<file path="src/rtl/mem_arb_pkg.sv">
// Shared types and constants for the two-port memory arbiter.
package mem_arb_pkg;
  localparam int ADDR_W      = 64;
  localparam int DATA_W      = 64;
  localparam int MEM_LAT_DEF = 1;

  typedef enum logic [1:0] {S_IDLE, S_ISSUE, S_WAIT, S_RESP} state_t;
  typedef enum logic {GNT_I, GNT_D} grant_t;
endpackage

</file>
<file path="src/rtl/rr_pick2.sv">
// Two-way round-robin tie-break: on a tie, the requester not granted last wins.
module rr_pick2
  import mem_arb_pkg::*;
(
  input  logic [1:0] req,        // [0]=fetch, [1]=data
  input  grant_t     last_grant,
  output grant_t     grant
);
  always_comb begin
    grant = GNT_I;
    if (req == 2'b11) grant = (last_grant == GNT_I) ? GNT_D : GNT_I;
    else if (req[1])  grant = GNT_D;
  end
endmodule

</file>
<file path="src/rtl/mem_arbiter.sv">
// Arbitrates a fetch port and a load/store port onto one registered memory
// interface; one transaction in flight, IDLE -> ISSUE -> (WAIT) -> RESP.
module mem_arbiter
  import mem_arb_pkg::*;
#(
  parameter int MEM_LAT = MEM_LAT_DEF
) (
  input  logic              clk,
  input  logic              reset,
  input  logic              i_req,
  input  logic [ADDR_W-1:0] i_addr,
  output logic              i_ack,
  output logic [31:0]       i_rdata,
  input  logic              d_req,
  input  logic              d_wr,
  input  logic [ADDR_W-1:0] d_addr,
  input  logic [DATA_W-1:0] d_wdata,
  output logic              d_ack,
  output logic [DATA_W-1:0] d_rdata,
  output logic [ADDR_W-1:0] mem_addr,
  output logic [DATA_W-1:0] mem_wdata,
  output logic              mem_wr,
  input  logic [DATA_W-1:0] mem_rdata,
  output logic              busy
);
  localparam logic [2:0] LAT_M1 = 3'(MEM_LAT - 1);

  state_t     state;
  grant_t     gnt, last_grant, pick;
  logic [2:0] cnt;
  logic       lat_wr;

  rr_pick2 u_pick (
    .req       ({d_req, i_req}),
    .last_grant(last_grant),
    .grant     (pick)
  );

  assign busy = (state != S_IDLE);

  // mem_addr/mem_wdata double as the address/data latches, so later
  // requester-side changes never reach memory.
  always_ff @(posedge clk or negedge reset) begin
    if (!reset) begin
      state      <= S_IDLE;
      gnt        <= GNT_I;
      last_grant <= GNT_D;
      cnt        <= '0;
      lat_wr     <= 1'b0;
      mem_addr   <= '0;
      mem_wdata  <= '0;
      mem_wr     <= 1'b0;
      i_ack      <= 1'b0;
      d_ack      <= 1'b0;
      i_rdata    <= '0;
      d_rdata    <= '0;
    end else begin
      case (state)
        S_IDLE: if (i_req || d_req) begin
          gnt        <= pick;
          last_grant <= pick;
          state      <= S_ISSUE;
          if (pick == GNT_D) begin
            mem_addr  <= d_addr;
            mem_wdata <= d_wdata;
            lat_wr    <= d_wr;
            mem_wr    <= d_wr;
          end else begin
            mem_addr  <= i_addr;
            mem_wdata <= '0;
            lat_wr    <= 1'b0;
            mem_wr    <= 1'b0;
          end
        end
        S_ISSUE: begin
          mem_wr <= 1'b0;
          if (lat_wr) begin
            state <= S_RESP;
            i_ack <= (gnt == GNT_I);
            d_ack <= (gnt == GNT_D);
          end else begin
            state <= S_WAIT;
            cnt   <= LAT_M1;
          end
        end
        S_WAIT: begin
          if (cnt == 3'd0) begin
            if (gnt == GNT_I) i_rdata <= mem_rdata[31:0];
            else              d_rdata <= mem_rdata;
            i_ack <= (gnt == GNT_I);
            d_ack <= (gnt == GNT_D);
            state <= S_RESP;
          end else begin
            cnt <= cnt - 3'd1;
          end
        end
        S_RESP: begin
          i_ack <= 1'b0;
          d_ack <= 1'b0;
          state <= S_IDLE;
        end
        default: state <= S_IDLE;
      endcase
    end
  end
endmodule

</file>
<file path="config.mk">
export PLATFORM = sky130hd
export DESIGN_NAME = mem_arbiter
export DESIGN_NICKNAME = d
export VERILOG_FILES = /design/src/rtl/mem_arb_pkg.sv /design/src/rtl/rr_pick2.sv /design/src/rtl/mem_arbiter.sv
export SDC_FILE = /design/constraint.sdc
export NUM_CORES = 1
export LEC_CHECK = 0
export ABC_CLOCK_PERIOD_IN_PS = 2100
export CAP_MARGIN = 20
export CELL_PAD_IN_SITES_DETAIL_PLACEMENT = 0
export CELL_PAD_IN_SITES_GLOBAL_PLACEMENT = 1
export CORE_MARGIN = 5
export CORE_UTILIZATION = 30
export CTS_CLUSTER_SIZE = 12
export DETAILED_ROUTE_END_ITERATION = 10
export PLACE_DENSITY_LB_ADDON = 0.1
export SETUP_SLACK_MARGIN = 0.5
export SLEW_MARGIN = 20
export SYNTH_ARGS = -nofsm -noshare
export SYNTH_HDL_FRONTEND = slang
export SYNTH_HIERARCHICAL = 1
export SYNTH_SLANG_ARGS = --single-unit
</file>
<file path="constraint.sdc">
create_clock -name clk -period 2.1 [get_ports clk]
set_input_delay 0.63 -clock clk [delete_from_list [all_inputs] [get_ports clk]]
set_output_delay 0.63 -clock clk [all_outputs]
set_load 0.02 [all_outputs]
</file>
==> metrics.log <==
[metrics] run status: finished, final reports clean
[metrics] RSZ-0062 raised after global routing: true
[metrics] clk_lat worst skew: between 0.5 and 0.6 ns
[metrics] Fin Hold WS: between 0.4 and 0.5 ns
[metrics] library cell with the largest summed area after synthesis: sky130_fd_sc_hd__dfrtp_1
[metrics] total number of placement rows: 66
[metrics] cell with the most instances after synthesis: sky130_fd_sc_hd__dfrtp_1
[metrics] Final Hold Violating Endpoints: 0
[metrics] Clock Skews: around 0.011 ns
[metrics] final design utilization: 56.7%
[metrics] Critical Path AT: 1.30 ns
[metrics] syn_nets: between 1000 and 1500
[metrics] Mapped Avg Cell Area: ~12 µm²
[metrics] Tmin final: just under 2 ns
[metrics] post-synthesis cell count: 827
[metrics] layout cells sized above 1: roughly 38%
[metrics] Synth Register Bits: 235
[metrics] total wirelength of the detailed-routed design: 36.9 mm
[metrics] type of element launching the critical path: flop
[metrics] clock root cell: sky130_fd_sc_hd__clkbuf_16
[metrics] Vias: 8368
[metrics] number of global-route vias before repair: 8686
[metrics] path category of the worst min-delay check: flop to flop
[metrics] area used by sequential logic in the layout: slightly below 6000 µm²
[metrics] clock buffers created by TritonCTS: 29
[metrics] sequential element share of the synthesized area: around three fifths
[metrics] fraction of registers with async set or reset after synthesis: between 90% and 100%
[metrics] total count of max-transition violations in the final report: 0
[metrics] core footprint: approximately 32000 µm²
[metrics] share of the synthesized area in the top cell type: 60.1%
[metrics] Peak VDD IR: 0.000741 V
[metrics] post-detailed-route via-to-cell ratio: 4.35
[metrics] port buffer count: approximately 490
[metrics] number of search-and-repair iterations in the first detailed-routing pass: 6
[metrics] CTS H-Tree Depth: 1
[metrics] area of the die: between 30000 and 40000 µm²
[metrics] Total Nets Final: 1726
[metrics] initial cell density of the core: between 30 and 40%
[metrics] antenna violations before repair: 1
[metrics] register clock-pin slew on the reported worst setup and hold paths: around 0.060 ns
[metrics] share of the clock period used by the worst path after layout: about nine tenths
[metrics] Post-synth EDFFs: 0
[metrics] WS Path Type: flop to primary output
[metrics] Final GP Congestion: around 0.77
[metrics] Static Leakage: ~9 nW
[metrics] prevailing post-synth register cell: sky130_fd_sc_hd__dfrtp_1
[metrics] Netlist cell types: 33
[metrics] synthesis-to-layout area growth: 88.0%
[metrics] highest attainable clock frequency: 0.518 GHz
[metrics] Setup crit end kind: primary output
[metrics] cell area after synthesis: about 10000 µm²
[metrics] total of max-cap violations: 0
[metrics] crit-path max FO: 2
[metrics] drt initial violations: roughly 190
[metrics] top post-synthesis cells by count: 234 x sky130_fd_sc_hd__dfrtp_1, 199 x sky130_fd_sc_hd__nand2_1, 120 x sky130_fd_sc_hd__o21ai_0
[metrics] Clock Sink Count: ~240
[metrics] IO Count: between 400 and 500
[metrics] final HPWL from detailed placement: 25.9 mm
[metrics] grt ovf: 0
[metrics] floorplan die width: around 190 µm
[metrics] pin count of the biggest net entering global routing: 66
[metrics] Design Area, Final: between 15000 and 20000 µm²
[metrics] wire length of the first global-routing pass: between 50 and 60 mm
[metrics] Least-Margin Pin Slew: roughly 0.37 ns
[metrics] multi-input logic area: between 3000 and 4000 µm²
[metrics] Total Routing Usage GR: between 15 and 20%
[metrics] remaining number of nets flagged by the antenna check after routing: 0
[metrics] DRC violations left: 0
[metrics] Routed wire per std cell: 19.2 µm
[metrics] slew margin rel.: 75.1%
[metrics] top area cells in the synthesized netlist: sky130_fd_sc_hd__dfrtp_1 60%, sky130_fd_sc_hd__mux2_2 8.3%, sky130_fd_sc_hd__nand2_1 7.7%
[metrics] Setup TNS Final: 0 ns
[metrics] required time worst endpoint: between 1 and 1.5 ns
[metrics] TritonCTS clock tree: yes
[metrics] Ys Warns: 6
[metrics] clock tree buffer depth: 3
[metrics] Die Height: around 190 µm
[metrics] final setup violation count: 0
[metrics] total of fill cells in the finished design: around 2700
[metrics] total placed instance area: 15500 µm²
[metrics] power per standard cell area: ~1600 nW/µm²
==> through the flow <==
| stage | cells | setup WS, ns | total power [mW] |
|---|---|---|---|
| after floorplan | 827 | 0.466 | 14.0 |
| after global placement | 1755 | -0.0461 | 20.3 |
| after detailed placement | 1755 | -0.0614 | 20.4 |
| after CTS | 1832 | 0.156 | 25.7 |
| after global routing | 1922 | 0.119 | 30.2 |
| final | 1923 | 0.171 | 28.6 |
==> report_power, final <==
group	internal, mW	switching (mW)	leakage, nW
Sequential	6.70	1.59	2.89
Combinational	8.61	6.83	5.43
Clock	3.02	1.88	0.466
Total	18.3	10.3	8.79
==> metal layers <==
metal  track usage (%)  part of all wire (%)  up-vias
met5                 0                     0        -
met4              4.86                   2.3        0
met3              6.68                   8.5       46
met2              31.0                    50      314
met1              20.8                    39     3943
li1                  -                     -     4065
==> layout make-up <==
cell class                 instances  area share, %
clock buffer                      45           4.67
antenna                            1         0.0137
multi-input combinational        531           21.4
tap                              442           3.02
sequential                       235           32.1
timing repair buffer             654           38.1
clock inverter                     8          0.506
inverter                           7          0.143
==> logic make-up (layout without fill, tap and decap cells) <==
group / count (synthesis) / after routing / synth area share (%)
mux: 164 / 164 / 18.1
flops: 235 / 235 / 60.4
fa+ha+maj: 7 / 7 / 0.899
buf+inv: 61 / 714 / 3.84
other cells: 0 / 1 / 0
simple gates: 214 / 214 / 8.74
compound gates: 146 / 146 / 8.00
==> timing repair <==
action	4_1_cts	5_1_grt
gates cloned	0	17
hold endpoints to repair	28	0
pin swaps	1	7
buffers inserted	23	73
resized for setup	1018	511
setup endpoints to repair	327	420
hold buffers	1	0
==> critical path, cell delays in order (launching register included) <==
cell and delay (ns):
sky130_fd_sc_hd__dfrtp_1 0.40, sky130_fd_sc_hd__inv_2 0.08, sky130_fd_sc_hd__ha_4 0.13, sky130_fd_sc_hd__inv_2 0.04
sky130_fd_sc_hd__buf_6 0.12
==> worst paths after layout <==
kind                                        start                      end  slack [ns]  cells past startpoint
max                          state[0]$_DFFE_PN0P_                     busy        0.17                      4
min                        last_grant$_DFFE_PN1P_   last_grant$_DFFE_PN1P_        0.48                      2
max reg2reg                  state[0]$_DFFE_PN0P_  d_rdata[32]$_DFFE_PN0P_        0.29                      8
min reg2reg                last_grant$_DFFE_PN1P_   last_grant$_DFFE_PN1P_        0.48                      2
max in group asynchronous                   reset   last_grant$_DFFE_PN1P_        0.87                      3
min in group asynchronous                   reset  d_rdata[39]$_DFFE_PN0P_        0.60                      2
==> registers in the layout, indices dropped and copies added (netlist names) <==
| signal | flops |
|---|---|
| d_rdata | 64 |
| mem_addr | 64 |
| mem_wdata | 64 |
| i_rdata | 32 |
| cnt | 3 |
| state | 2 |
| d_ack | 1 |
| gnt | 1 |
| i_ack | 1 |
| last_grant | 1 |
| lat_wr | 1 |
| mem_wr | 1 |
==> cell usage in the layout, fill, tap and decap left out, types with 2 or more instances in the layout <==
cell / Yosys / layout
sky130_fd_sc_hd__mux2_4: 0 / 90
sky130_fd_sc_hd__clkbuf_8: 0 / 7
sky130_fd_sc_hd__buf_4: 5 / 118
sky130_fd_sc_hd__buf_6: 14 / 237
sky130_fd_sc_hd__a21oi_1: 4 / 3
sky130_fd_sc_hd__nand2_1: 199 / 199
sky130_fd_sc_hd__clkbuf_16: 0 / 41
sky130_fd_sc_hd__clkdlybuf4s50_1: 0 / 257
sky130_fd_sc_hd__bufinv_16: 0 / 2
sky130_fd_sc_hd__nor2b_1: 3 / 2
sky130_fd_sc_hd__nor2_1: 5 / 5
sky130_fd_sc_hd__clkinv_2: 0 / 5
sky130_fd_sc_hd__o21ai_0: 120 / 111
sky130_fd_sc_hd__dfrtp_1: 234 / 234
sky130_fd_sc_hd__buf_16: 0 / 2
sky130_fd_sc_hd__ha_4: 0 / 5
sky130_fd_sc_hd__a22o_1: 3 / 3
sky130_fd_sc_hd__inv_1: 7 / 2
sky130_fd_sc_hd__o211ai_1: 2 / 2
sky130_fd_sc_hd__buf_8: 0 / 4
sky130_fd_sc_hd__mux2i_1: 65 / 65
sky130_fd_sc_hd__dlymetal6s2s_1: 0 / 2
sky130_fd_sc_hd__buf_12: 0 / 20
sky130_fd_sc_hd__clkbuf_1: 17 / 9
sky130_fd_sc_hd__o21ai_1: 10 / 19
sky130_fd_sc_hd__mux2_2: 72 / 9
sky130_fd_sc_hd__inv_2: 0 / 5
No activity file was read; power rests on OpenSTA's default activity.
==> RTL edit (same settings) <==
The package constant `ADDR_W` goes from 64 to 72.
--- a/src/rtl/mem_arb_pkg.sv
+++ b/src/rtl/mem_arb_pkg.sv
@@ -1,5 +1,5 @@
 // Shared types and constants for the two-port memory arbiter.
 package mem_arb_pkg;
-  localparam int ADDR_W      = 64;
+  localparam int ADDR_W      = 72;
   localparam int DATA_W      = 64;
   localparam int MEM_LAT_DEF = 1;
Interface: changed (resized d_addr, i_addr and mem_addr); port bits go from 489 to 513. The function was not compared with the original's and may differ.
==> RTL edit against the original RTL <==
  * Cell area grew 12%
  * Wire length grew 16%
  * Critical path type unchanged
  * Hold slack got worse by 0.46 ns
  * Cell count grew 5.4%
  * Die area increased by 4.2%
  * Area after synthesis up 4.4%
  * Setup slack got worse by 0.020 ns
  * Critical path depth stayed put
  * Sequential share of layout area decreased by 2.6 points
  * Power grew 14%
  * Sequential cell count increased by 8
  * Largest power group unchanged
==> RTL edit: results (changes against the original RTL) <==
- The async set-or-reset flop fraction in the synthesized netlist is 100% (unchanged).
- Outcome: completed (unchanged).
- Top cell types by occurrence after synthesis: dfrtp_1 (242), nand2_1 (207), o21ai_0 (137) (was dfrtp_1 (234), nand2_1 (199), o21ai_0 (120)).
- The number of different library cells in the post-synthesis netlist is 33 (unchanged).
- The HPWL after detailed placement came to 27800 microns (was 25900 microns).
- The number of optimization iterations in the first detailed-route pass came to 4 (was 6).
- The total number of nets in the final design came to 1840 (was 1726).
- The H-tree depth is 1 (unchanged).
- The clock root buffer master is clkbuf_16 (unchanged).
- Largest registers: mem_addr (72), d_rdata (64), mem_wdata (64) (was d_rdata (64), mem_addr (64), mem_wdata (64)).
- The total nets after synthesis is 1145 (was 1095).
- The number of antenna violations at the first check in global routing was 0 (was 1).
- The number of warning messages in the yosys log came to 6 (unchanged).
- The clock latency on the worst-skew pair is 0.54 ns.
- The number of buffer cells added on primary ports is 512 (was 488).
- The number of buffers between clock root and the deepest sink is 3 (unchanged).
- The worst-case vdd ir drop was 0.000730 V (was 0.000741 V).
- The pin count of the biggest net entering global routing came to 62 (was 66).
- The wire length of the first global-routing pass was 54600 microns (was 50800 microns).
- The relative slew slack is 63.6% (was 75.1%).
- The number of buffers created by CTS came to 28 (was 29).
- The share of post-route cells with drive strength above 1 is 48.0% (was 37.6%).
- The proportion of synthesized chip area in sequential cells is 59.8% (was 60.4%).
- The last weighted congestion value of the routability-driven placer is 0.800 (was 0.768).
- The static leakage is 0.00975 uW (was 0.00879 uW).
- The total global-route track usage was 18.3% (was 17.9%).
- The library cell with the highest instance count after synthesis is dfrtp_1 (unchanged).
- The highest net fanout along the worst path is 2 (unchanged).
- The number of global-route vias before repair was 9068 (was 8686).
- Synth top area cells: dfrtp_1 (60%), mux2_2 (9.5%), nand2_1 (7.6%), mux2i_1 (7.2%), o21ai_0 (6.7%) (was dfrtp_1 (60%), mux2_2 (8.3%), nand2_1 (7.7%), mux2i_1 (6.7%), o21ai_0 (6.2%)).
- The path type of the worst min-delay path is in -> async (was reg -> reg).
- The clock transition at the register clock pins on the worst setup and hold paths after CTS is 0.06 ns (about the same).
- The final setup skew was 0.0108 ns (was 0.0106 ns).
- The data arrival at the endpoint of the critical path was 1.32 ns (was 1.30 ns).
- The per-cell via count in the routed design came to 4.55 (was 4.35).
- The number of DRC violations after detailed-routing iteration 0 is 275 (was 189).
- The average routed wire per standard cell was 21.1 microns (was 19.2 microns).
==> RTL edit: worst max-delay path: stages (launching register included) <==
cell     delay (ns)
dfrtp_1        0.39
inv_2          0.09
ha_4           0.14
inv_2          0.04
buf_6          0.13
==> RTL edit: power breakdown <==
group	internal, uW	switching (uW)
registers	6920	1800
logic	10400	8190
clock network	3210	1990
total	20600	12000
==> RTL edit: layer usage <==
layer / part of all wire, % / GRT usage, % / vias to the layer above
met5: 0 / 0 / -
met4: 2.2 / 4.69 / 0
met3: 7.9 / 7.02 / 55
met2: 53 / 32.8 / 354
met1: 37 / 20.4 / 4464
li1: - / - / 4345
==> RTL edit: final cells by class <==
class | instances | area (sq um)
fillers | 2750 | 12900
clock inverters | 12 | 160
inverters | 7 | 26.3
clock buffers | 40 | 827
well taps | 448 | 561
repair buffers | 721 | 8310
multi-input cells | 555 | 4630
flip-flops and latches | 243 | 6080
diodes | 1 | 2.50
==> RTL edit: worst paths after layout <==
kind                                   startpoint                 endpoint  slack [ns]  depth (start not counted)
max                          state[0]$_DFFE_PN0P_                     busy        0.15                          4
min                                         reset  d_rdata[12]$_DFFE_PN0P_        0.03                          1
max reg2reg                  state[0]$_DFFE_PN0P_  d_rdata[12]$_DFFE_PN0P_        0.20                          9
min reg2reg                last_grant$_DFFE_PN1P_   last_grant$_DFFE_PN1P_        0.49                          2
max in group asynchronous                   reset  d_rdata[38]$_DFFE_PN0P_        1.38                          2
min in group clk           last_grant$_DFFE_PN1P_   last_grant$_DFFE_PN1P_        0.49                          2
==> RTL edit: stage by stage <==
step | std cells | utilization (%) | worst slack, ns | cell area, sq um | power (uW)
3_3_place_gp | 1819 | 48.1 | -0.0605 | 16100 | 21000
5_1_grt | 2026 | 61.4 | 0.105 | 20600 | 34100
4_1_cts | 1893 | 51.9 | 0.141 | 17400 | 26600
2_1_floorplan | 861 | - | 0.493 | 10200 | 14400
6_report | 2027 | 61.4 | 0.152 | 20600 | 32600
3_5_place_dp | 1819 | 48.1 | -0.0954 | 16100 | 21100
==> RTL edit: cell families (layout without fill, tap and decap cells) <==
logic type,count (synthesis),after routing,synth area share (%)
simple gates,222,222,8.74
buf+inv,63,780,4.38
other cells,0,1,0
mux,172,172,18.1
fa+ha+maj,7,7,0.861
flops,243,243,59.8
compound gates,154,154,8.06
==> RTL edit: repair_timing <==
| action | 4_1_cts | 5_1_grt |
|---|---|---|
| setup buffers | 22 | 82 |
| pin swaps | 1 | 63 |
| setup endpoints to repair | 337 | 452 |
| endpoints found under the hold margin | 0 | 0 |
| cloned | 0 | 51 |
| hold buffers | 0 | 0 |
| resized for setup | 1027 | 865 |
